**src/rtl/ising_seq_core.sv**
```systemverilog
// ising_seq_core: micro-instruction sequencer for the Ising machine.
// Executes a 16-bit instruction stream against NUM_VARS feedback FIFOs and
// an external beta stream. Each accepted instruction registers all FIFO
// heads onto the DAC channels, pops the selected FIFOs, and one cycle later
// pushes the selected ADC sample (MAC or NL) or zero into the chosen FIFOs.
// Per-cause sticky error flags are reported.
//
// Ports
//   clk, rst               clock, synchronous active-high reset
//   run_trig, halt         start/resume; end-of-program on empty stream
//   instr_t*               instruction AXI-stream (sink)
//   beta_t*                beta AXI-stream (sink), consumed by pop-beta
//   var_in_*               CPU preload into FIFO i (any state)
//   var_out_*              CPU readback from FIFO i (blocked in RUN)
//   dac_data/dac_valid     channel i = var i, top channel = beta
//   mac_in, nl_in          ADC results
//   adc_run, run_done, halted, err_flags, state_out   status
//   del_*                  delay measurement, present only with
//                          ISING_SEQ_DEL_MEAS_EN defined
//
// Instruction: [3:0] pop var, [4] pop beta, [8:5] push ADC, [12:9] push 0,
// [13] toggle ADC source, [14] halt after this word, [15] ignored.

module ising_seq_fifo #(
  parameter int W     = 16,
  parameter int DEPTH = 64
) (
  input  logic         clk,
  input  logic         rst,
  input  logic         push_i,
  input  logic [W-1:0] wdata_i,
  input  logic         pop_i,
  output logic [W-1:0] rdata_o,   // head, 0 when empty
  output logic         empty_o,
  output logic         full_o
);
  localparam int AW = $clog2(DEPTH);

  logic [W-1:0]  mem_q [DEPTH];
  logic [AW-1:0] wr_q, rd_q;
  logic [AW:0]   cnt_q;
  logic          do_push, do_pop;

  assign empty_o = (cnt_q == '0);
  assign full_o  = (cnt_q == (AW+1)'(DEPTH));
  // A full FIFO drops the push even if a pop happens the same cycle.
  assign do_push = push_i & ~full_o;
  assign do_pop  = pop_i & ~empty_o;
  assign rdata_o = empty_o ? '0 : mem_q[rd_q];

  always_ff @(posedge clk)
    if (do_push) mem_q[wr_q] <= wdata_i;

  always_ff @(posedge clk) begin
    if (rst) begin
      wr_q  <= '0;
      rd_q  <= '0;
      cnt_q <= '0;
    end else begin
      if (do_push) wr_q <= wr_q + AW'(1);
      if (do_pop)  rd_q <= rd_q + AW'(1);
      cnt_q <= cnt_q + (AW+1)'(do_push) - (AW+1)'(do_pop);
    end
  end
endmodule

module ising_seq_core #(
  parameter int NUM_BITS   = 16,
  parameter int NUM_VARS   = 2,
  parameter int FIFO_DEPTH = 64,
  parameter int TIMEOUT    = 255
) (
  input  logic                             clk,
  input  logic                             rst,
  input  logic                             run_trig,
  input  logic                             halt,
  input  logic [15:0]                      instr_tdata,
  input  logic                             instr_tvalid,
  output logic                             instr_tready,
  input  logic [NUM_BITS-1:0]              beta_tdata,
  input  logic                             beta_tvalid,
  output logic                             beta_tready,
  input  logic [NUM_VARS*NUM_BITS-1:0]     var_in_data,
  input  logic [NUM_VARS-1:0]              var_in_valid,
  output logic [NUM_VARS-1:0]              var_in_ready,
  output logic [NUM_VARS*NUM_BITS-1:0]     var_out_data,
  output logic [NUM_VARS-1:0]              var_out_valid,
  input  logic [NUM_VARS-1:0]              var_out_ready,
  output logic [(NUM_VARS+1)*NUM_BITS-1:0] dac_data,
  output logic [NUM_VARS:0]                dac_valid,
  input  logic [NUM_BITS-1:0]              mac_in,
  input  logic [NUM_BITS-1:0]              nl_in,
  output logic                             adc_run,
  output logic                             run_done,
  output logic                             halted,
  output logic [3:0]                       err_flags,
  output logic [2:0]                       state_out
`ifdef ISING_SEQ_DEL_MEAS_EN
  ,
  input  logic                             del_trig,
  input  logic [NUM_VARS:0]                del_chan_mask,
  input  logic [NUM_BITS-1:0]              del_val,
  input  logic [NUM_BITS-1:0]              del_thresh,
  output logic [15:0]                      del_mac_result,
  output logic [15:0]                      del_nl_result,
  output logic                             del_done
`endif
);
  localparam logic [2:0] S_IDLE = 3'd0;
  localparam logic [2:0] S_RUN  = 3'd1;
  localparam logic [2:0] S_DONE = 3'd2;
  localparam logic [2:0] S_DEL  = 3'd3;

  logic [2:0] state_q, state_d;
  logic       accept, del_trig_w, err_clr;
  logic       src_q, push_src_q, adc_run_q, run_done_q, halted_q;
  logic [3:0] err_q, err_d;

  logic [NUM_VARS-1:0]                pop_bit, padc_bit, pzero_bit;
  logic [NUM_VARS-1:0]                push_adc_q, push_zero_q, fsm_push;
  logic [NUM_VARS-1:0]                fifo_push, fifo_pop, empty, full;
  logic [NUM_VARS-1:0][NUM_BITS-1:0]  head, fifo_wdata;
  logic [NUM_VARS:0][NUM_BITS-1:0]    dac_q, dac_d;
  logic [NUM_VARS:0]                  dac_vld_q, dac_vld_d;
  logic [NUM_BITS-1:0]                push_val;
  logic                               unused_instr;

  assign unused_instr = ^instr_tdata;   // bit 15 and out-of-range var bits

  // Reset is folded in so nothing is handshaken while the core is aborting.
  assign accept       = (state_q == S_RUN) & instr_tvalid & ~rst;
  assign instr_tready = (state_q == S_RUN) & ~rst;
  assign beta_tready  = accept & instr_tdata[4] & beta_tvalid;
  // ADC sample is taken in the push cycle, after the DAC has been driven.
  assign push_val     = push_src_q ? nl_in : mac_in;

`ifdef ISING_SEQ_DEL_MEAS_EN
  assign del_trig_w = del_trig;
`else
  assign del_trig_w = 1'b0;
`endif

  for (genvar i = 0; i < NUM_VARS; i++) begin : g_var
    assign pop_bit[i]   = instr_tdata[i];
    assign padc_bit[i]  = instr_tdata[5+i];
    assign pzero_bit[i] = instr_tdata[9+i];
    assign fsm_push[i]  = push_adc_q[i] | push_zero_q[i];
    // FSM push owns the write port; CPU is back-pressured that cycle.
    assign var_in_ready[i]  = ~full[i] & ~fsm_push[i];
    assign var_out_valid[i] = ~empty[i] & (state_q != S_RUN);
    assign var_out_data[i*NUM_BITS +: NUM_BITS] = head[i];
    assign fifo_push[i]  = fsm_push[i] | (var_in_valid[i] & var_in_ready[i]);
    assign fifo_pop[i]   = (accept & pop_bit[i]) | (var_out_valid[i] & var_out_ready[i]);
    assign fifo_wdata[i] = push_zero_q[i] ? '0 :
                           push_adc_q[i]  ? push_val :
                           var_in_data[i*NUM_BITS +: NUM_BITS];

    ising_seq_fifo #(.W(NUM_BITS), .DEPTH(FIFO_DEPTH)) u_fifo (
      .clk     (clk),
      .rst     (rst),
      .push_i  (fifo_push[i]),
      .wdata_i (fifo_wdata[i]),
      .pop_i   (fifo_pop[i]),
      .rdata_o (head[i]),
      .empty_o (empty[i]),
      .full_o  (full[i])
    );
  end

  for (genvar c = 0; c <= NUM_VARS; c++) begin : g_dac
    assign dac_data[c*NUM_BITS +: NUM_BITS] = dac_q[c];
  end
  assign dac_valid = dac_vld_q;

`ifdef ISING_SEQ_DEL_MEAS_EN
  logic [15:0] del_cnt_q, del_mac_q, del_nl_q;
  logic        mac_stop_q, nl_stop_q, del_done_q;
  logic        mac_x, nl_x, mac_hit, nl_hit, mac_to, nl_to, del_fin;

  function automatic logic [NUM_BITS:0] mag(input logic [NUM_BITS-1:0] x);
    logic [NUM_BITS:0] e;
    e = {x[NUM_BITS-1], x};
    return e[NUM_BITS] ? -e : e;
  endfunction

  assign mac_x   = mag(mac_in) > {1'b0, del_thresh};
  assign nl_x    = mag(nl_in)  > {1'b0, del_thresh};
  // A channel may still stop on the TIMEOUT-th cycle; past that it saturates.
  assign mac_hit = ~mac_stop_q & mac_x;
  assign nl_hit  = ~nl_stop_q & nl_x;
  assign mac_to  = ~mac_stop_q & ~mac_x & (del_cnt_q >= 16'(TIMEOUT));
  assign nl_to   = ~nl_stop_q & ~nl_x & (del_cnt_q >= 16'(TIMEOUT));
  assign del_fin = (state_q == S_DEL) & (mac_stop_q | mac_hit | mac_to)
                                      & (nl_stop_q | nl_hit | nl_to);

  always_ff @(posedge clk) begin
    if (rst) begin
      del_cnt_q  <= '0;
      del_mac_q  <= '0;
      del_nl_q   <= '0;
      mac_stop_q <= 1'b0;
      nl_stop_q  <= 1'b0;
      del_done_q <= 1'b0;
    end else if (state_q == S_IDLE && state_d == S_DEL) begin
      del_cnt_q  <= 16'd1;
      mac_stop_q <= 1'b0;
      nl_stop_q  <= 1'b0;
      del_done_q <= 1'b0;
    end else if (state_q == S_DEL) begin
      del_cnt_q <= del_cnt_q + 16'd1;
      if (mac_hit) del_mac_q <= del_cnt_q;
      if (mac_to)  del_mac_q <= 16'hFFFF;
      if (nl_hit)  del_nl_q  <= del_cnt_q;
      if (nl_to)   del_nl_q  <= 16'hFFFF;
      mac_stop_q <= mac_stop_q | mac_hit | mac_to;
      nl_stop_q  <= nl_stop_q | nl_hit | nl_to;
      if (del_fin) del_done_q <= 1'b1;
    end
  end

  assign del_mac_result = del_mac_q;
  assign del_nl_result  = del_nl_q;
  assign del_done       = del_done_q;
`endif

  always_comb begin
    state_d = state_q;
    case (state_q)
      S_IDLE: begin
`ifdef ISING_SEQ_DEL_MEAS_EN
        if (del_trig_w)    state_d = S_DEL;
        else
`endif
        if (run_trig)      state_d = S_RUN;
      end
      S_RUN: begin
        if (accept && instr_tdata[14])  state_d = S_IDLE;
        else if (!instr_tvalid && halt) state_d = S_DONE;
      end
      S_DONE:
        if (!run_trig && !halt && !del_trig_w) state_d = S_IDLE;
`ifdef ISING_SEQ_DEL_MEAS_EN
      S_DEL:
        if (del_fin) state_d = S_DONE;
`endif
      default: state_d = S_IDLE;
    endcase
  end

  // Errors clear only when a fresh program starts (previous one completed),
  // not when resuming after a halt instruction.
  assign err_clr = (state_q == S_IDLE) && (state_d == S_RUN) && run_done_q;

  always_comb begin
    err_d    = err_clr ? 4'd0 : err_q;
    err_d[0] = err_d[0] | (accept & |(pop_bit & empty));
    err_d[1] = err_d[1] | (accept & instr_tdata[4] & ~beta_tvalid);
    err_d[2] = err_d[2] | |(fsm_push & full);
    err_d[3] = err_d[3] | |(push_adc_q & push_zero_q);
  end

  always_comb begin
    dac_d     = dac_q;
    dac_vld_d = dac_vld_q;
    if (accept) begin
      for (int i = 0; i < NUM_VARS; i++) dac_d[i] = head[i];
      dac_d[NUM_VARS] = beta_tvalid ? beta_tdata : '0;
      dac_vld_d       = '1;
    end
`ifdef ISING_SEQ_DEL_MEAS_EN
    if (state_q == S_IDLE && state_d == S_DEL) begin
      for (int c = 0; c <= NUM_VARS; c++) dac_d[c] = del_chan_mask[c] ? del_val : '0;
      dac_vld_d = '1;
    end else if (state_q == S_DEL) begin
      dac_d = '0;   // stimulus is a single-cycle pulse
    end
`endif
  end

  always_ff @(posedge clk) begin
    if (rst) begin
      state_q     <= S_IDLE;
      src_q       <= 1'b0;
      push_src_q  <= 1'b0;
      push_adc_q  <= '0;
      push_zero_q <= '0;
      dac_q       <= '0;
      dac_vld_q   <= '0;
      err_q       <= '0;
      adc_run_q   <= 1'b0;
      run_done_q  <= 1'b1;
      halted_q    <= 1'b0;
    end else begin
      state_q     <= state_d;
      src_q       <= src_q ^ (accept & instr_tdata[13]);
      push_src_q  <= src_q;   // source before this word's toggle
      push_adc_q  <= accept ? padc_bit  : '0;
      push_zero_q <= accept ? pzero_bit : '0;
      dac_q       <= dac_d;
      dac_vld_q   <= dac_vld_d;
      err_q       <= err_d;
      adc_run_q   <= (state_d == S_RUN);
      // halted: set on any entry to IDLE, held while idle (not after reset).
      halted_q    <= (state_d == S_IDLE) && ((state_q != S_IDLE) || halted_q);
      if (state_d == S_DONE)                          run_done_q <= 1'b1;
      else if (state_q == S_IDLE && state_d != S_IDLE) run_done_q <= 1'b0;
    end
  end

  assign adc_run   = adc_run_q;
  assign run_done  = run_done_q;
  assign halted    = halted_q;
  assign err_flags = err_q;
  assign state_out = state_q;
endmodule
```
**config.mk**
```make
export PLATFORM = sky130hd
export DESIGN_NAME = ising_seq_core
export DESIGN_NICKNAME = d
export VERILOG_FILES = /design/src/rtl/ising_seq_core.sv
export SDC_FILE = /design/constraint.sdc
export NUM_CORES = 2
export LEC_CHECK = 0
export ABC_AREA = 1
export CAP_MARGIN = 10
export CORE_UTILIZATION = 35
export DETAILED_ROUTE_END_ITERATION = 8
export DONT_BUFFER_PORTS = 1
export PLACE_DENSITY = 0.5
export SKIP_CTS_REPAIR_TIMING = 1
export SYNTH_ARGS = -nofsm -noshare
export SYNTH_HDL_FRONTEND = slang
export SYNTH_SLANG_ARGS = --single-unit
```
**constraint.sdc**
```tcl
create_clock -name clk -period 5.1 [get_ports clk]
set_clock_uncertainty 0.15 [all_clocks]
set_input_delay 0.51 -clock clk [delete_from_list [all_inputs] [get_ports clk]]
set_output_delay 0.51 -clock clk [all_outputs]
set_load 0.02 [all_outputs]
```
# Word-level counts from Yosys, hierarchy flattened
# Memories as Yosys holds them, arrays and structs flattened. A register that Yosys moved wholly into a read port is not among the register bits.
# Cells that the tools add are included.
# word_totals
register_bits	103
ramBits	2048
out_inout_bits	99
word_cells	125
mem_count	2
# memory_table
name	depth	word_bits	read_ports	rd_ports_with_merged_regs	write_ports	line_no	rtl
g_var[0].u_fifo.mem_q	64	16	1	1	1	39	logic [W-1:0] mem_q [DEPTH];
g_var[1].u_fifo.mem_q	64	16	1	1	1	39	
# op_classes
n_addsub	8
n_eq_ne	7
mux	22
n_bitwise	45
reduce_logical	22
# ops
op	count
two-way mux 16 bit	8
adder 6 x 1 -> 6 bit (second input constant)	4
two-way mux 6 bit	4
bitwise AND 1 bit	22
adder 7 x 1 -> 7 bit	2
== test 7 bit (second input constant)	2
logical NOT 7 bit	2
subtractor 7 x 1 -> 7 bit	2
two-way mux 3 bit	4
OR 1 bit	10
OR reduction 2 bit	5
NOT 1 bit	9
one-hot mux 3 bit (3 select lines)	1
logical AND 1 bit	7
bitwise AND 2 bit	3
== test 3 x 1 -> 1 bit (second input constant)	2
== test 3 x 2 -> 1 bit (second input constant)	2
logical NOT 3 bit	2
nonzero test 3 bit	2
two-way mux 1 bit	4
two-way mux 4 bit	1
logical NOT 1 bit	3
inequality test 3 x 1 -> 1 bit (second input constant)	1
logical OR 1 bit	1
bitwise XOR 1 bit	1

# Longest topological paths before layout
# depth
word_depth	11
depth_mapped	22

# Modules after synthesis
# Synthesis repeated with hierarchy kept, for this count alone.
# hier_totals
cells_unflattened	7677
area_unflattened_um2	88531.2
# modules_own_cells
module	instances	cells_per_inst	area_per_inst_um2
ising_seq_fifo at g_var[0].u_fifo	1	3636	42806.1
ising_seq_fifo at g_var[1].u_fifo	1	3641	42801.0
ising_seq_core	1	400	2924.1

# Least setup slack after synthesis
# OpenSTA, ideal clock, no wires.
# synth_path
path_kind	register to register
from	register push_src_q
to	memory g_var[0].u_fifo.mem_q[0][10] (data pin)
setup_ns	0.702
arrival_time_ns	3.410
required_time_ns	4.248
setup_slack_ns	0.838
stages_incl_launch_ff	5
cell_sequence	dfxtp_1 > buf_2 > buf_2 > mux2i_1 > o21ai_0
# synth_lines
item	line_no	rtl
start, declared	116	logic src_q, push_src_q, adc_run_q, run_done_q, halted_q;
start signal, assigned	296	push_src_q <= src_q;
end, declared	39	

==> impl_metrics.py <==
metrics = {
    "status": {
        "run_status": "finished, final reports clean",
    },
    "synth": {
        "yosysWarnings": 0,
        "async_reset_ff_share_pct": 0,
        "avgSynthCellArea_um2": 11.50,
        "synth_ff_type": "edfxtp_1",
        "synth.cell_area_um2": 88140,
        "synth_edf_count": 2048,
        "yosys-top-cells-area": "edfxtp_1 70%, nand2_1 12%, nand3_1 10%, dfxtp_1 2.6%, buf_2 1.8%",
        "synth_seq_cells": 2163,
        "syn-num-nets": 7793,
        "synth-seq-area-share_pct": 72.38,
        "synth_top_cell_by_area": "edfxtp_1",
        "synth.distinct_cells": 42,
        "yosysTopAreaCellShare_pct": 69.77,
        "yosysMostFrequentCell": "nand2_1",
        "synth_commonest_cells": "2,747 x nand2_1, 2,048 x edfxtp_1, 1,788 x nand3_1",
        "netlist_instances": 7663,
    },
    "timing": {
        "hold_viol": 0,
        "rsz0062_at_grt": "false",
        "finalSetupTns_ns": 0,
        "maxClockFrequency_mhz": 214.5,
        "finalCritPeriodShare_pct": 91.43,
        "drv_slew": 0,
        "setup_viol": 0,
        "slew_headroom_pct": 24.05,
        "min_period_ns": 4.663,
        "tightest_slew_ns": 1.135,
    },
    "placement": {
        "numPortBuffers": 0,
        "routabilityCongestion": 0.8306,
        "dp_hpwl_mm": 142.8,
    },
    "routing": {
        "routed_wl_mm": 256.4,
        "wire_per_inst_um": 22.76,
        "vias": 57660,
        "via_per_inst": 5.117,
        "drcViolationCount": 0,
        "drtPass1Iterations": 5,
        "drt_iter0_drc": 5159,
        "antenna_left": 0,
    },
    "clocking": {
        "cts_tree": "built",
        "clk_pin_slew_worst_paths_ns": 0.06,
        "cts-buffers-inserted": 228,
        "clock_sinks": 2163,
        "ctsRootBufferMaster": "clkbuf_16",
        "cts_buffer_depth": 3,
        "htree_levels": 4,
        "clk_latency_ns": 0.92,
    },
    "cells_and_area": {
        "nNetsFinal": 7875,
        "layout-drive-gt1-share_pct": 8.544,
        "syn_to_final_growth_pct": 14.26,
    },
    "flow_run": {
        "max_cap_viol_count": 0,
    },
    "floorplanning": {
        "die_area_um2": 253900,
        "die_w_um": 503.8,
        "rows": 183,
        "die_h_um": 503.8,
        "ioPinCount": 205,
        "start_util_pct": 35.32,
        "coreArea_um2": 249600,
    },
    "hold_path": {
        "hold_class": "in2reg",
    },
    "critical_path": {
        "r2r_setup_slack_ns": 1.20,
        "crit_arrival_ns": 4.00,
        "cp-end-kind": "output port",
        "crit_path_max_incr_delay_ns": 0.50,
        "worstPathRequired_ns": 4.44,
        "start_kind": "flop",
        "endpoint": "var_out_data[14]",
        "r2r-end": "g_var[1].u_fifo.mem_q[26][7]",
        "crit_slowest_cell": "dfxtp_4",
        "cp_max_fo": 177,
        "cp_cell_sequence": "inv_16 > buf_4 > nand2_1 > nand3_1 > nand3_1 > nand2_1 > nand2_1 > nand3_1 > nand3_1 > a21oi_1 > buf_4",
        "critPathKind": "reg2out",
        "crit_top_cell": "nand3_1",
        "r2r-start": "push_adc_q[1]",
        "rr_worst_depth": 7,
    },
    "power": {
        "leakage_nw": 35.97,
        "irDropWorstVdd_mv": 0.3732,
        "power_density_nw_per_um2": 430.6,
        "finalPower_mw": 43.37,
    },
    "global_route": {
        "grt_pass1_vias": 55190,
        "antenna_found_initial": 9,
        "grt.total_usage_pct": 19.72,
        "grt_pass1_wl_mm": 375.2,
        "grt_max_degree": 178,
        "overflow": 0,
    },
}
## cell usage in the layout, fill, tap and decap left out, drive strengths merged, types with 2 or more instances in the layout
cell type,instances
dlygate4sd3,41
and2,2
clkbuf,286
nor2,167
inv,90
a21boi,2
diode,3
nor3b,3
dfxtp,115
o21ai,58
or2,2
nand3,1789
fa,2
nor3,16
mux2i,16
clkinvlp,7
nand2,2751
ha,22
clkinv,109
buf,283
and3,2
a32o,15
bufinv,19
edfxtp,2048
nand4,11
o21bai,2
xor2,2
a21oi,68
## through the flow
step,utilization [%],std cells,setup WS (ns),cell area (um^2),hold WS (ns)
6_report,40.35,11270,0.4370,100700,0.03571
5_1_grt,40.35,11270,0.2918,100700,0.007925
4_1_cts,40.18,11220,0.4172,100300,-0.5699
3_5_place_dp,37.19,10800,1.233,92810,0.3166
3_3_place_gp,37.19,10800,1.097,92810,0.3063
2_1_floorplan,-,7663,0.8382,88140,0.2746
## area by class of cell
class                           count  area (um^2)
Sequential cell                  2163        63830
Clock buffer                      286         5983
Inverter                           91        395.4
Fill cell                       23700       148900
Multi-Input combinational cell   4937        21930
Clock inverter                    134         1488
Antenna cell                        3        7.507
Timing Repair Buffer              324         2923
Tap cell                         3330         4167
## how the worst min path moves through the flow
stage | startpoint | end | slack, ns | depth (start not counted)
floorplan | src_q | push_src_q | 0.27 | 2
global placement | g_var[0].u_fifo.rd_q[5] | g_var[0].u_fifo.rd_q[5] | 0.31 | 2
detailed placement | g_var[0].u_fifo.rd_q[5] | g_var[0].u_fifo.rd_q[5] | 0.32 | 2
CTS | rst | err_flags[1] | -0.57 | 1
global route | var_in_data[27] | g_var[1].u_fifo.mem_q[3][11] | 0.008 | 2
finish | var_in_data[22] | g_var[1].u_fifo.mem_q[1][6] | 0.04 | 2
## per-layer routing
| metal | vias to the layer above | global-route usage (%) | wire length, um |
|---|---|---|---|
| li1 | 27030 | - | - |
| met1 | 28650 | 26.89 | 112300 |
| met2 | 1636 | 32.29 | 122200 |
| met3 | 347 | 3.142 | 14920 |
| met4 | 2 | 5.859 | 7059 |
| met5 | - | 0 | 15 |
## flip-flops by register name, indices dropped and copies added (netlist names), 2 cells and up, named ones only
register and cells:
dac_data 48, state_out 3, g_var.u_fifo.wr_q 12, push_adc_q 2, err_flags 4, push_zero_q 2
g_var.u_fifo.mem_q 2048, g_var.u_fifo.rd_q 12, g_var.u_fifo.cnt_q 14
## worst max-delay path, delay by kind of cell (launching register included)
| kind | cells | cell delay, ns |
|---|---|---|
| DFF | 1 | 0.50 |
| and+or+nand+nor | 7 | 1.00 |
| AOI/OAI and AO/OA | 1 | 0.26 |
| buffers and inverters | 3 | 0.93 |
## report_power, final
group / switching [mW] / internal, mW
sequential: 0.147 / 19.6
combinational: 5.15 / 1.94
clock: 7.16 / 9.31
## cells by family (layout without fill, tap and decap cells)
logic type / after synthesis / after routing / synth area share (%)
AO/OA/AOI/OAI: 150 / 150 / 0.9653
XOR/XNOR: 2 / 2 / 0.01988
adder cells (fa/ha/maj): 24 / 24 / 0.3577
buffers and inverters: 563 / 835 / 3.210
flip-flops: 2163 / 2163 / 72.38
multiplexers: 16 / 16 / 0.1817
other: 1 / 4 / 0.004254
AND/OR/NAND/NOR: 4744 / 4744 / 22.88
No activity file was read; power rests on OpenSTA's default activity.
